### config.mk
export PLATFORM = sky130hd
export DESIGN_NAME = lhs_csr_packer
export DESIGN_NICKNAME = d
export VERILOG_FILES = /design/src/rtl/spmm_pkg.sv /design/src/rtl/lhs_csr_packer_entry_buf.sv /design/src/rtl/lhs_csr_packer.sv
export SDC_FILE = /design/constraint.sdc
export NUM_CORES = 2
export LEC_CHECK = 0
export CORE_UTILIZATION = 61
export DETAILED_ROUTE_END_ITERATION = 12
export PLACE_DENSITY_LB_ADDON = 0.05
export SYNTH_ARGS = -nofsm -noshare
export SYNTH_HDL_FRONTEND = slang
export SYNTH_SLANG_ARGS = --single-unit
### constraint.sdc
create_clock -name clock -period 6 [get_ports clock]
set_input_delay 1.2 -clock clock [delete_from_list [all_inputs] [get_ports clock]]
set_output_delay 1.2 -clock clock [all_outputs]
set_load 0.05 [all_outputs]
### src/rtl/spmm_pkg.sv
// Shared definitions for the SpMM datapath and its LHS CSR packer.
//   N     : matrix dimension and number of lanes per beat
//   W     : data width
//   lgN   : row/column index width
//   dbLgN : pointer / buffer address width (indexes N*N entries)
package spmm_pkg;

    localparam int N     = 16;
    localparam int W     = 8;
    localparam int lgN   = $clog2(N);
    localparam int dbLgN = 2 * $clog2(N);

    typedef logic [W-1:0] data_t;

    typedef enum logic [1:0] {
        ST_IDLE    = 2'd0,
        ST_COLLECT = 2'd1,
        ST_EMIT    = 2'd2
    } packer_state_t;

endpackage

### src/rtl/lhs_csr_packer_entry_buf.sv
// lhs_entry_buf: N*N-entry store of {col, data} written in arrival order.
// Ports:
//   clock              rising-edge clock
//   wr_en              write strobe
//   wr_addr            entry slot to write
//   wr_col, wr_data    entry contents
//   rd_beat            beat index; lane j reads slot rd_beat*N + j
//   rd_col, rd_data    N-lane read data, lane j at [j*width +: width]
// The array has no reset: lanes beyond the valid count are masked by the
// packer, so stale contents are never visible.
module lhs_entry_buf
    import spmm_pkg::*;
(
    input  logic               clock,
    input  logic               wr_en,
    input  logic [dbLgN-1:0]   wr_addr,
    input  logic [lgN-1:0]     wr_col,
    input  logic [W-1:0]       wr_data,
    input  logic [lgN-1:0]     rd_beat,
    output logic [N*lgN-1:0]   rd_col,
    output logic [N*W-1:0]     rd_data
);

    logic [lgN-1:0] col_mem  [N*N];
    data_t          data_mem [N*N];

    always_ff @(posedge clock) begin
        if (wr_en) begin
            col_mem[wr_addr]  <= wr_col;
            data_mem[wr_addr] <= wr_data;
        end
    end

    always_comb begin
        rd_col  = '0;
        rd_data = '0;
        for (int j = 0; j < N; j++) begin
            rd_col[j*lgN +: lgN] = col_mem[{rd_beat, lgN'(j)}];
            rd_data[j*W +: W]    = data_mem[{rd_beat, lgN'(j)}];
        end
    end

endmodule

### src/rtl/lhs_csr_packer.sv
// lhs_csr_packer: collects row-ordered nonzero entries of one matrix and
// emits them as CSR beats (row pointers + N lanes of col/data) to the SpMM.
// Ports:
//   clock, reset                 clock, async active-high reset
//   in_valid/in_ready            entry handshake
//   in_row, in_col, in_data      entry coordinates and value
//   in_last                      entry closes the matrix
//   lhs_ready_ns                 downstream accepts a beat
//   lhs_valid/start/last         beat present / first beat / final beat
//   lhs_ptr                      N row-start pointers, row r at [r*dbLgN +: dbLgN]
//   lhs_col, lhs_data            N lanes of column index / value
//   busy                         not idle
//   err                          sticky protocol error (row order or overflow)
//
// state      | meaning
// ST_IDLE    | waiting for the first entry of a matrix
// ST_COLLECT | storing entries until in_last
// ST_EMIT    | presenting beats until the lhs_last handshake
module lhs_csr_packer
    import spmm_pkg::*;
(
    input  logic                 clock,
    input  logic                 reset,
    input  logic                 in_valid,
    output logic                 in_ready,
    input  logic [lgN-1:0]       in_row,
    input  logic [lgN-1:0]       in_col,
    input  logic [W-1:0]         in_data,
    input  logic                 in_last,
    input  logic                 lhs_ready_ns,
    output logic                 lhs_valid,
    output logic                 lhs_start,
    output logic                 lhs_last,
    output logic [N*dbLgN-1:0]   lhs_ptr,
    output logic [N*lgN-1:0]     lhs_col,
    output logic [N*W-1:0]       lhs_data,
    output logic                 busy,
    output logic                 err
);

    localparam logic [dbLgN:0] NNZ_FULL = (dbLgN+1)'(N * N);
    localparam logic [dbLgN:0] BEAT_SZ  = (dbLgN+1)'(N);

    packer_state_t        state, state_nxt;
    logic [dbLgN:0]       nnz;
    logic [lgN-1:0]       last_row;
    logic [lgN-1:0]       beat;
    logic [N*dbLgN-1:0]   ptr_q;
    logic [N*lgN-1:0]     buf_col;
    logic [N*W-1:0]       buf_data;
    logic                 accept, drop, store, beat_xfer;
    logic [dbLgN:0]       beat_base;

    assign accept    = in_valid && in_ready;
    assign drop      = (nnz == NNZ_FULL) || (in_row < last_row);
    assign store     = accept && !drop;
    assign beat_xfer = lhs_valid && lhs_ready_ns;
    assign beat_base = {1'b0, beat, lgN'(0)};

    // Final beat once this beat's window reaches nnz; nnz==0 still yields
    // one (empty) beat.
    assign lhs_start = lhs_valid && (beat == '0);
    assign lhs_last  = lhs_valid && ((beat_base + BEAT_SZ) >= nnz);
    assign lhs_ptr   = ptr_q;

    always_ff @(posedge clock or posedge reset) begin
        if (reset) state <= ST_IDLE;
        else       state <= state_nxt;
    end

    always_comb begin
        state_nxt = state;
        in_ready  = 1'b0;
        lhs_valid = 1'b0;
        busy      = 1'b1;
        case (state)
            ST_IDLE: begin
                in_ready = 1'b1;
                busy     = 1'b0;
                if (in_valid) state_nxt = in_last ? ST_EMIT : ST_COLLECT;
            end
            ST_COLLECT: begin
                in_ready = 1'b1;
                if (in_valid && in_last) state_nxt = ST_EMIT;
            end
            ST_EMIT: begin
                lhs_valid = 1'b1;
                if (lhs_ready_ns && lhs_last) state_nxt = ST_IDLE;
            end
            default: state_nxt = ST_IDLE;
        endcase
    end

    // Rows arrive non-decreasing, so a stored entry in row r bumps every
    // pointer above r; pointers are complete the moment in_last is taken.
    always_ff @(posedge clock or posedge reset) begin
        if (reset) begin
            nnz      <= '0;
            last_row <= '0;
            beat     <= '0;
            ptr_q    <= '0;
            err      <= 1'b0;
        end else begin
            if (accept && state == ST_IDLE) err <= 1'b0;
            if (accept && drop)             err <= 1'b1;
            if (store) begin
                nnz      <= nnz + 1'b1;
                last_row <= in_row;
                for (int k = 0; k < N; k++) begin
                    if (lgN'(k) > in_row)
                        ptr_q[k*dbLgN +: dbLgN] <= ptr_q[k*dbLgN +: dbLgN] + dbLgN'(1);
                end
            end
            if (beat_xfer) begin
                if (lhs_last) begin
                    beat     <= '0;
                    nnz      <= '0;
                    last_row <= '0;
                    ptr_q    <= '0;
                end else begin
                    beat <= beat + 1'b1;
                end
            end
        end
    end

    lhs_entry_buf u_buf (
        .clock   (clock),
        .wr_en   (store),
        .wr_addr (nnz[dbLgN-1:0]),
        .wr_col  (in_col),
        .wr_data (in_data),
        .rd_beat (beat),
        .rd_col  (buf_col),
        .rd_data (buf_data)
    );

    // Gating on lhs_valid also zeroes the lanes asynchronously on reset.
    always_comb begin
        lhs_col  = '0;
        lhs_data = '0;
        for (int j = 0; j < N; j++) begin
            if (lhs_valid && ((beat_base + (dbLgN+1)'(j)) < nnz)) begin
                lhs_col[j*lgN +: lgN] = buf_col[j*lgN +: lgN];
                lhs_data[j*W +: W]    = buf_data[j*W +: W];
            end
        end
    end

endmodule

==> out/metrics.yaml <==
sta:
  slew_violations: 0
  rsz0062_at_grt: "false"
  timing.hold.ws_ns: 0.4908
  period_share_pct: 97.85
  fin_worst_skew_ns: 0.04350
  max_slew_margin_pct: 11.32
  hold_viol: 0
  setup_violations: 0
  fmax_mhz: 170.3
  min_period_ns: 5.871
  tightest_slew_ns: 1.330
  setup_tns_ns: 0
run_status:
  outcome: "completed"
critical_path:
  start_kind: "register"
  r2r_slack_ns: 1.57
  path_buf_inv: 2
  cp_slowest_cell: "clkdlybuf4s50_1"
  ff2ff_path_depth: 9
  timing.rr.start: "nnz[0]$_DFF_PP0_"
  slowest_delay_ns: 0.86
  cp.required_ns: 4.80
  worstPathArrival_ns: 4.67
  rr_endpoint: "u_buf.data_mem[75][0]$_DFFE_PP_"
  cp_max_fo: 13
  critPathCaptureType: "primary output"
  worstPathCellList: "inv_1 -> ha_1 -> nand4b_1 -> or3_1 -> o2111ai_2 -> nor2b_1 -> clkdlybuf4s50_1"
  cpLargestDelayFamily: "buffers and inverters"
  setup.worst_path.class: "register to primary output"
floorplanning:
  die_w_um: 455.8
  initial_core_util_pct: 61.40
  fp.dieArea_um2: 207700
  coreArea_um2: 204600
  die-height_um: 455.8
  pin_count: 347
  rows: 166
clocking:
  worstSkewPairLatency_ns: 0.94
  clockRootBuffer: "clkbuf_16"
  cts-buffers-inserted: 334
  holdBufCountCts: 0
  clkTransAtPathRegs_ns: 0.06
  cts_tree: "built"
  clock_path_buffers: 4
  clkSinkCount: 3220
  htree_levels: 5
layout:
  fillers: 12250
  drive_gt1_share_pct: 29.69
  final_cell_count_no_fill: 9371
  syn2layout_area_growth_pct: 15.22
  final_nets: 6493
hold_path:
  hp-start: "lhs_ptr[3]$_DFF_PP0_"
  min_to: "lhs_ptr[3]$_DFF_PP0_"
  hold_depth: 1
  hold_path.class: "register to register"
place:
  gp_congestion: 0.8176
  dp.cells: 8791
  hpwl_um: 176600
  port-buffer-count: 346
detailed_routing:
  drt_iter0_drc: 7504
  met1Wirelength_um: 123900
  dr.pass1.iters: 5
  routed_wl_um: 305700
  drcViolationCount: 0
  route.met3.wl_um: 25120
  wl_per_cell_um: 32.63
  num_vias: 62090
  maxUsedRoutingLayer: "met5"
  ant_nets: 0
  vias_per_cell: 6.626
  met2_wirelength_um: 150000
yosys:
  async_flop_share_pct: 4.596
  synth_area_um2: 125600
  synth_edf_count: 3072
  yosys_register_bits: 3220
  synth.avg_cell_area_um2: 22.04
  synth_ff_type: "edfxtp_1"
  yosysSeqAreaShare_pct: 76.39
  synth_nets: 5753
  ys_types: 57
  synthCells: 5698
  yosysWarnings: 0
pwr:
  powerDensity_nw_per_um2: 397.0
  max-vdd-ir-drop_v: 0.0003794
  power_mw: 57.46
  p_leak_nw: 45.21
global_routing:
  grt_util_all_layers_pct: 29.77
  grt_max_degree: 177
  antenna_found_initial: 11
  grt_pass1_wl_um: 442000
  grt_pass1_vias: 61400
  gr-total-overflow: 0
run:
  drv_cap: 0
flip-flops by register name, summed over array words and instances (netlist names):
name,flops
state,2
lhs_ptr,128
u_buf.col_mem,1024
err,1
last_row,4
nnz,9
u_buf.data_mem,2048
beat,4
timing repair:
| action | CTS | global route |
|---|---|---|
| setup buffers | 0 | 0 |
| endpoints found under the setup margin | 0 | 14 |
| resized for setup | 0 | 2 |
| endpoints found under the hold margin | 0 | 0 |
area by class of cell:
type                       instances  area [µm²]  share of cell area [%]
clock buffer                     415        8808                   6.086
inverter                          37       143.9                 0.09942
multi-input combinational       2118       28280                   19.54
timing repair buffer             727        6768                   4.676
sequential                      3220       95970                   66.31
tap                             2688        3363                   2.324
antenna                            7       17.52                 0.01210
clock inverter                   159        1376                  0.9510
worst max path at each step:
stage                     slack [ns]  depth (start not counted)                          endpoint              from
after global placement          1.07                         10  u_buf.data_mem[123][1]$_DFFE_PP_         in_row[2]
final                           0.13                          7                       lhs_col[55]  nnz[5]$_DFF_PP0_
after global routing            0.02                          7                       lhs_col[55]  nnz[5]$_DFF_PP0_
after detailed placement        1.04                         10   u_buf.data_mem[75][1]$_DFFE_PP_         in_row[2]
after CTS                       0.07                          8                      lhs_data[64]  nnz[5]$_DFF_PP0_
after floorplan                 0.82                          1               beat[0]$_DFFE_PP0P_             reset
cells by family after synthesis:
group / count (synthesis) / synth area share (%)
fa+ha+maj: 34 / 0.3387
flops: 3220 / 76.39
compound gates: 255 / 1.224
simple gates: 845 / 3.474
mux: 962 / 17.23
buf+inv: 360 / 1.190
xor+xnor: 22 / 0.1534
cell usage in the layout (no fill, tap or decap), types with 51 or more instances in the layout:
master / instances
clkdlybuf4s50_1: 173
buf_4: 479
nand2_1: 73
a21oi_1: 114
o31ai_1: 51
edfxtp_1: 3072
buf_12: 63
clkbuf_16: 339
or4_1: 51
mux4_2: 960
clkbuf_1: 72
nor2_1: 307
nand3_1: 56
nor2b_1: 201
clkinv_1: 72
dfrtp_1: 144
synthesized netlist by cell type (all sizes together), types with 3 or more instances:
| master | count | area, µm² |
|---|---|---|
| xor2 | 6 | 52.55 |
| buf | 131 | 635.6 |
| nand4 | 26 | 162.7 |
| o2111ai | 5 | 43.79 |
| or3 | 37 | 231.5 |
| nand4b | 3 | 26.28 |
| a21o | 7 | 52.55 |
| nand2 | 81 | 304.0 |
| or4b | 5 | 50.05 |
| o21ai | 52 | 260.3 |
| nor2b | 201 | 1257 |
| nand3 | 63 | 320.3 |
| o31ai | 51 | 382.9 |
| and4 | 4 | 35.03 |
| o221ai | 5 | 43.79 |
| mux4 | 960 | 21620 |
| and3 | 13 | 81.33 |
| clkbuf | 192 | 720.7 |
| nand2b | 5 | 31.28 |
| nor3 | 7 | 40.04 |
| or4 | 52 | 390.4 |
| nand3b | 5 | 37.54 |
| and2 | 16 | 100.1 |
| dfrtp | 148 | 3704 |
| nor2 | 308 | 1156 |
| ha | 34 | 425.4 |
| a21oi | 114 | 570.6 |
| edfxtp | 3072 | 92250 |
| o41ai | 6 | 52.55 |
| xnor2 | 16 | 140.1 |
| nor4 | 9 | 56.30 |
| or2 | 4 | 25.03 |
| inv | 37 | 138.9 |
per-stage QoR:
stage / utilization [%] / area, µm² / setup WS, ns
after global routing: 70.74 / 144700 / 0.01789
after floorplan: - / 125600 / 0.8203
after detailed placement: 65.75 / 134500 / 1.036
final: 70.74 / 144700 / 0.1289
after global placement: 65.75 / 134500 / 1.065
after CTS: 70.73 / 144700 / 0.07123
per-layer routing:
layer	vias to the layer above	GRT usage (%)
li1	25340	-
met1	33370	44.58
met2	2983	46.80
met3	398	4.989
met4	4	7.254
met5	-	0
report_power, final:
part | total, mW | internal, mW | switching, mW
Sequential | 25.1 | 24.8 | 0.271
Combinational | 12.7 | 5.55 | 7.20
Clock | 19.6 | 11.4 | 8.22
No activity file was read; power rests on OpenSTA's default activity.
